[config.mk]
export PLATFORM = sky130hd
export DESIGN_NAME = uart_bytes_tx_flat
export DESIGN_NICKNAME = d
export VERILOG_FILES = /design/src/rtl/uart_pkg.sv /design/src/rtl/uart_bytes_tx_if.sv /design/src/rtl/uart_bits_tx.sv /design/src/rtl/uart_bytes_tx.sv /design/src/flat_wrapper.sv
export SDC_FILE = /design/constraint.sdc
export NUM_CORES = 1
export LEC_CHECK = 0
export CORE_MARGIN = 4
export CORE_UTILIZATION = 30
export CTS_BUF_LIST = sky130_fd_sc_hd__clkbuf_16
export DETAILED_ROUTE_END_ITERATION = 8
export PLACE_DENSITY = 0.48
export SLEW_MARGIN = 20
export SYNTH_ARGS = -nofsm -noshare
export SYNTH_HDL_FRONTEND = slang
export SYNTH_SLANG_ARGS = --single-unit
[constraint.sdc]
create_clock -name clk -period 2.4 [get_ports clk]
set_input_delay 0.36 -clock clk [delete_from_list [all_inputs] [get_ports clk]]
set_output_delay 0.36 -clock clk [all_outputs]
set_load 0.05 [all_outputs]
[src/rtl/uart_pkg.sv]
// Shared definitions for the host UART link: FSM encodings and header layout.
package uart_pkg;

    typedef enum logic [1:0] {
        IDLE        = 2'd0,
        SEND_HEADER = 2'd1,
        SEND_BYTE   = 2'd2,
        DONE        = 2'd3
    } tx_state_t;

    // Header tags; the transmitter only ever sends responses.
    localparam logic [1:0] TAG_RESPONSE = 2'b10;
    localparam logic [1:0] TAG_READ     = 2'b01;
    localparam logic [1:0] TAG_WRITE    = 2'b11;

    // Header field positions inside a 12-bit header word.
    localparam int HDR_W       = 12;
    localparam int TAG_HI      = 11;
    localparam int TAG_LO      = 10;
    localparam int MEMTYPE_BIT = 9;
    localparam int ADDR_HI     = 8;
    localparam int ADDR_LO     = 0;

    // Build a header word from its fields.
    function automatic logic [HDR_W-1:0] build_header(input logic [1:0] tag,
                                                      input logic       mem_type,
                                                      input logic [8:0] addr);
        logic [HDR_W-1:0] h;
        h                  = '0;
        h[TAG_HI:TAG_LO]   = tag;
        h[MEMTYPE_BIT]     = mem_type;
        h[ADDR_HI:ADDR_LO] = addr;
        return h;
    endfunction

endpackage

[src/rtl/uart_bytes_tx_if.sv]
// Request/status bundle between the memory bridge and the UART transmitter.
interface uart_bytes_tx_if;
    logic        start;
    logic [31:0] data_in;
    logic [8:0]  target_addr;
    logic        target_mem_type;
    logic        busy;
    logic        done;

    // Bridge side: issues requests, watches status.
    modport master (
        output start, data_in, target_addr, target_mem_type,
        input  busy, done
    );

    // Transmitter side.
    modport slave (
        input  start, data_in, target_addr, target_mem_type,
        output busy, done
    );
endinterface

[src/rtl/uart_bits_tx.sv]
// Serialises one frame: start bit 0, DATA_BITS data bits LSB first, stop bit 1.
// A load in the last stop-bit cycle chains the next frame with no idle gap.
module uart_bits_tx #(
    parameter int DATA_BITS    = 12,
    parameter int CLKS_PER_BIT = 868
) (
    input  logic                 clk,
    input  logic                 reset,
    input  logic                 load,
    input  logic [DATA_BITS-1:0] frame_in,
    output logic                 tx,
    output logic                 frame_done
);
    localparam int BAUD_W = (CLKS_PER_BIT > 1) ? $clog2(CLKS_PER_BIT) : 1;
    localparam int BIT_W  = $clog2(DATA_BITS + 2);

    // Shift register holds the remaining data bits plus the stop bit.
    logic [DATA_BITS:0] shift_q, shift_d;
    logic [BIT_W-1:0]   bit_q, bit_d;
    logic [BAUD_W-1:0]  baud_q, baud_d;
    logic               active_q, active_d;
    logic               tx_q, tx_d;
    logic               last_baud, last_bit;

    assign last_baud  = (baud_q == BAUD_W'(CLKS_PER_BIT - 1));
    assign last_bit   = (bit_q == BIT_W'(DATA_BITS + 1));
    assign frame_done = active_q && last_baud && last_bit;
    assign tx         = tx_q;

    // Next-state: load wins over everything, otherwise advance baud/bit timing.
    always_comb begin
        shift_d  = shift_q;
        bit_d    = bit_q;
        baud_d   = baud_q;
        active_d = active_q;
        tx_d     = tx_q;
        if (load) begin
            shift_d  = {1'b1, frame_in};
            bit_d    = '0;
            baud_d   = '0;
            active_d = 1'b1;
            tx_d     = 1'b0;
        end else if (active_q) begin
            if (!last_baud) begin
                baud_d = baud_q + 1'b1;
            end else begin
                baud_d = '0;
                if (last_bit) begin
                    active_d = 1'b0;
                    bit_d    = '0;
                    tx_d     = 1'b1;
                end else begin
                    bit_d   = bit_q + 1'b1;
                    tx_d    = shift_q[0];
                    shift_d = {1'b1, shift_q[DATA_BITS:1]};
                end
            end
        end
    end

    // State registers; reset parks the line idle high.
    always_ff @(posedge clk) begin
        if (!reset) begin
            shift_q  <= '0;
            bit_q    <= '0;
            baud_q   <= '0;
            active_q <= 1'b0;
            tx_q     <= 1'b1;
        end else begin
            shift_q  <= shift_d;
            bit_q    <= bit_d;
            baud_q   <= baud_d;
            active_q <= active_d;
            tx_q     <= tx_d;
        end
    end
endmodule

[src/rtl/uart_bytes_tx.sv]
// Response packet sender: header frame then BYTE_COUNT data frames, MSB byte first.
module uart_bytes_tx
    import uart_pkg::*;
#(
    parameter int BYTE_COUNT   = 4,
    parameter int DATA_BITS    = 12,
    parameter int CLKS_PER_BIT = 868
) (
    input  logic            clk,
    input  logic            reset,
    uart_bytes_tx_if.slave  req,
    output logic            tx
);
    localparam logic [1:0] LAST_BYTE = 2'(BYTE_COUNT - 1);

    tx_state_t            state_q, state_d;
    logic [1:0]           byte_q, byte_d;
    logic [31:0]          data_q;
    logic [8:0]           addr_q;
    logic                 mem_q;
    logic                 accept;
    logic                 load;
    logic [DATA_BITS-1:0] frame;
    logic                 frame_done;

    // Byte idx of the packet payload, most significant first.
    function automatic logic [7:0] pick_byte(input logic [31:0] d, input logic [1:0] idx);
        int sh;
        sh = 8 * (BYTE_COUNT - 1 - int'(idx));
        return 8'(d >> sh);
    endfunction

    // busy==0 exactly in IDLE and DONE, so a start in the done cycle is taken.
    assign accept   = req.start && (state_q == IDLE || state_q == DONE);
    assign req.busy = (state_q == SEND_HEADER) || (state_q == SEND_BYTE);
    assign req.done = (state_q == DONE);

    // Sequencing: load the next frame in the last stop-bit cycle of the current one.
    always_comb begin
        state_d = state_q;
        byte_d  = byte_q;
        load    = 1'b0;
        frame   = '0;
        case (state_q)
            IDLE, DONE: begin
                state_d = IDLE;
                if (req.start) begin
                    // Header is built from the live inputs; they are latched on this edge.
                    state_d = SEND_HEADER;
                    byte_d  = '0;
                    load    = 1'b1;
                    frame   = DATA_BITS'(build_header(TAG_RESPONSE, req.target_mem_type,
                                                      req.target_addr));
                end
            end
            SEND_HEADER: begin
                if (frame_done) begin
                    state_d = SEND_BYTE;
                    load    = 1'b1;
                    frame   = DATA_BITS'(pick_byte(data_q, 2'd0));
                end
            end
            SEND_BYTE: begin
                if (frame_done) begin
                    if (byte_q == LAST_BYTE) begin
                        state_d = DONE;
                    end else begin
                        byte_d = byte_q + 2'd1;
                        load   = 1'b1;
                        frame  = DATA_BITS'(pick_byte(data_q, byte_q + 2'd1));
                    end
                end
            end
            default: state_d = IDLE;
        endcase
    end

    // FSM state and byte counter.
    always_ff @(posedge clk) begin
        if (!reset) begin
            state_q <= IDLE;
            byte_q  <= '0;
        end else begin
            state_q <= state_d;
            byte_q  <= byte_d;
        end
    end

    // Request capture on acceptance only; later input changes are ignored.
    always_ff @(posedge clk) begin
        if (!reset) begin
            data_q <= '0;
            addr_q <= '0;
            mem_q  <= 1'b0;
        end else if (accept) begin
            data_q <= req.data_in;
            addr_q <= req.target_addr;
            mem_q  <= req.target_mem_type;
        end
    end

    uart_bits_tx #(
        .DATA_BITS   (DATA_BITS),
        .CLKS_PER_BIT(CLKS_PER_BIT)
    ) u_bits (
        .clk       (clk),
        .reset     (reset),
        .load      (load),
        .frame_in  (frame),
        .tx        (tx),
        .frame_done(frame_done)
    );

    // Address and memory type only travel in the header, which is built from
    // the live inputs; the captured copies are kept for observability.
    logic unused_ok;
    assign unused_ok = ^{addr_q, mem_q};
endmodule
[src/flat_wrapper.sv]
// flat-port wrapper written by rule: the top's interface ports become plain ports
module uart_bytes_tx_flat import uart_pkg::*;
#(
    parameter int BYTE_COUNT   = 4,
    parameter int DATA_BITS    = 12,
    parameter int CLKS_PER_BIT = 868
)
  (clk, reset, tx, req_start, req_data_in, req_target_addr, req_target_mem_type, req_busy, req_done);
  uart_bytes_tx_if req_i ();
  input  logic clk;
  input  logic reset;
  output logic tx;
  input wire logic [$bits(req_i.start)-1:0] req_start;
  input wire logic [$bits(req_i.data_in)-1:0] req_data_in;
  input wire logic [$bits(req_i.target_addr)-1:0] req_target_addr;
  input wire logic [$bits(req_i.target_mem_type)-1:0] req_target_mem_type;
  output wire logic [$bits(req_i.busy)-1:0] req_busy;
  output wire logic [$bits(req_i.done)-1:0] req_done;
  assign req_i.start = req_start;
  assign req_i.data_in = req_data_in;
  assign req_i.target_addr = req_target_addr;
  assign req_i.target_mem_type = req_target_mem_type;
  assign req_busy = req_i.busy;
  assign req_done = req_i.done;
  uart_bytes_tx #(.BYTE_COUNT(BYTE_COUNT), .DATA_BITS(DATA_BITS), .CLKS_PER_BIT(CLKS_PER_BIT)) u_core (.clk(clk), .reset(reset), .req(req_i), .tx(tx));
endmodule
==> summary.md <==
| Metric | Value |
|---|---|
| Die area | 12080 um2 |
| Flop-to-flop setup slack | 0.29 ns |
| Peak supply drop | 0.3713 mV |
| WL per Instance | 14.31 um |
| Routed WL | 7911 um |
| Pleak | 0.001414 uW |
| Final core occ | 0.4061 |
| Ranking of synthesized cells by area | dfxtp_1 (42%), nand2_1 (10%), a21boi_0 (8.2%) |
| Detailed Place HPWL | 5803 um |
| Power density over cell area | 1005 nW/um2 |
| Die Height | 109.9 um |
| Setup TNS | 0 ns |
| Horiz. Die Dim | 109.9 um |
| Relative slew margins | 0.6404 |
| Yosys top cell by area | dfxtp_1 |
| Critical-path cell list | ha_1, and4b_1, and3_1, o21ai_2, nand2_1, o221a_2 |
| CP Launch Type | register |
| Worst Skew | 0.008750 ns |
| CTS root buffer | clkbuf_16 |
| Nets | 465 |
| WP data arrival | 2.38 ns |
| Initial Util | 0.3131 |
| Most used DFF post-synth | dfxtp_1 |
| Input/output buffers | 47 |
| Max Cap Viol | 0 |
| Synth cell count leaders | nand2_1 (87), dfxtp_1 (65), a21boi_0 (34) |
| Largest net degree at the start of global routing | 26 |
| Post-synthesis cell count | 370 |
| Period minus WS final | 2.113 ns |
| Post-route antenna net violation count | 0 |
| Critical path type | register to register |
| Syn. warnings | 0 |
| Max Root-Sink Buffers | 2 |
| Post-CTS Setup Repair Bufs | 0 |
| Asr flop ratio synth | 0 |
| Setup violators final | 0 |
| Syn avg cell area | 8.424 um2 |
| CTS tree | done |
| DR vias/cell | 4.839 |
| Number of global-route vias before repair | 2544 |
| Sequential share of the synthesized area | 0.4175 |
| Number of top-level pins | 48 |
| Mapped cell area | 3117 um2 |
| Remaining DRCs | 0 |
| Clk Latency, worst-skew pair | 0.33 ns |
| First-pass GRT wire length | 13050 um |
| Mapped Nets | 420 |
| Critical Path Slowest Stage Cell | and3_1 |
| Hold Fails Final Rpt | 0 |
| Synth unique cells | 53 |
| Core box area | 9955 um2 |
| Total of fill cells in the finished design | 1011 |
| Fraction of layout instances using a drive strength above 1 | 0.09762 |
| DRT iter0 DRCs | 121 |
| Worst-path clk slew | 0.06 ns |
| Syn-to-layout area delta | 29.71% |
| DR pass1 iterations | 4 |
| GRT overflow | 0 |
| Clk sinks | 65 |
| Slew Limit Fails | 0 |
| Routability-driven placement congestion ratio | 0.7574 |
| Site Rows | 36 |
| Antenna violations before repair | 0 |
| CP max stage delay | 0.41 ns |
| Fmax | 473.4 MHz |
| H-tree Lvls | 3 |
| Ant diodes | 0 |
| Largest fanout on the critical path | 11 |
| Yosys reg bits | 65 |
| Count leader, synth | nand2_1 |
| Via count | 2676 |
| WP data required | 2.67 ns |
| CTS Hold Buffers Added | 0 |
| RSZ-0062 raised after global routing | no |
| Slew @ Worst Pin | 0.5358 ns |
| EDFF count, synth | 0 |
| Status | complete, no violations |
| Final critical-path share of the clock period | 0.8802 |
| Synth top area share | 0.4175 |
| Resize count post-CTS | 0 |
| Min-Delay Path Class | register to register |
| Critical Path End Type | register |
| CTS buffer count | 9 |
| GRT Resource Usage Total | 0.1410 |
[cells by family after synthesis]
kind of cell               share of synthesized area
and+or+nand+nor                               0.2248
AOI/OAI and AO/OA                             0.2465
DFF                                           0.4175
buffers and inverters                        0.03653
xor gates and xnor gates                     0.02529
muxes                                        0.02931
adders and majority gates                    0.02007
[path summary, 6_finish.rpt]
path | startpoint | to | depth (start not counted)
worst min register to register | u_core.u_bits.shift_q[11]$_SDFFE_PN0P_ | u_core.u_bits.shift_q[10]$_SDFFE_PN0P_ | 2
worst max-delay path | u_core.u_bits.baud_q[0]$_SDFFE_PP0P_ | u_core.u_bits.shift_q[5]$_SDFFE_PN0P_ | 6
worst min-delay path | u_core.u_bits.shift_q[11]$_SDFFE_PN0P_ | u_core.u_bits.shift_q[10]$_SDFFE_PN0P_ | 2
worst max register to register | u_core.u_bits.baud_q[0]$_SDFFE_PP0P_ | u_core.u_bits.shift_q[5]$_SDFFE_PN0P_ | 6
[sequential cells by signal, indices dropped and copies added (netlist names)]
name	flops
u_core.data_q	32
u_core.u_bits.shift_q	13
u_core.u_bits.baud_q	10
u_core.u_bits.bit_q	4
u_core.byte_q	2
u_core.state_q	2
u_core.u_bits.active_q	1
u_core.u_bits.tx	1
[placed cells by master (no fill, tap or decap), types with 4 or more instances in the layout]
cell type and instances:
a21boi_0 34, a21oi_1 11, a22oi_1 7, buf_4 10, clkbuf_16 9, clkdlybuf4s50_1 46, dfxtp_1 65, ha_1 5
inv_1 5, mux2i_1 8, nand2_1 87, nand2b_1 4, nand3_1 13, nand4_1 5, nor2_1 17, o21a_1 9
o21ai_0 19, o221a_2 5, xnor2_1 4, xor2_1 5
[per-layer routing]
metal | up-vias | track usage | share of wire
met3 | 9 | 0.03288 | 0.038
met1 | 1224 | 0.1985 | 0.51
li1 | 1392 | - | -
met4 | 0 | 0.04809 | 0.012
met5 | - | 0 | 0
met2 | 51 | 0.2101 | 0.44
[per-stage QoR]
stage / instance area, um2 / worst slack (ns) / total power, uW / hold slack (ns) / std cells
floorplan: 3117 / 0.3714 / 2299 / 0.4317 / 370
global placement: 3724 / 0.3122 / 2701 / 0.4456 / 537
detailed placement: 3724 / 0.3116 / 2701 / 0.4477 / 537
CTS: 4043 / 0.2894 / 4113 / 0.4610 / 553
global route: 4043 / 0.1317 / 4342 / 0.4795 / 553
finish: 4043 / 0.2874 / 4062 / 0.4603 / 553
[critical path: cells and delay by family, from the launching register on]
| kind | cells | cell delay (ns) |
|---|---|---|
| AOI/OAI and AO/OA | 2 | 0.39 |
| adders and majority gates | 1 | 0.24 |
| DFF | 1 | 0.37 |
| and+or+nand+nor | 3 | 1.06 |
[where the power goes]
part / internal (uW) / switching (uW)
clock: 908 / 487
combinational: 498 / 777
sequential: 1270 / 122
total: 2680 / 1390
[area by class of cell]
class	instances	area [um2]	share of cell area
inverter	5	18.77	0.004643
sequential	65	1301	0.3219
clock inverter	7	93.84	0.02321
clock buffer	9	225.2	0.05571
tap	133	166.4	0.04116
timing repair buffer	56	535.5	0.1325
multi-input combinational	278	1702	0.4209
Note: power is estimated with default switching activity, not from simulation.
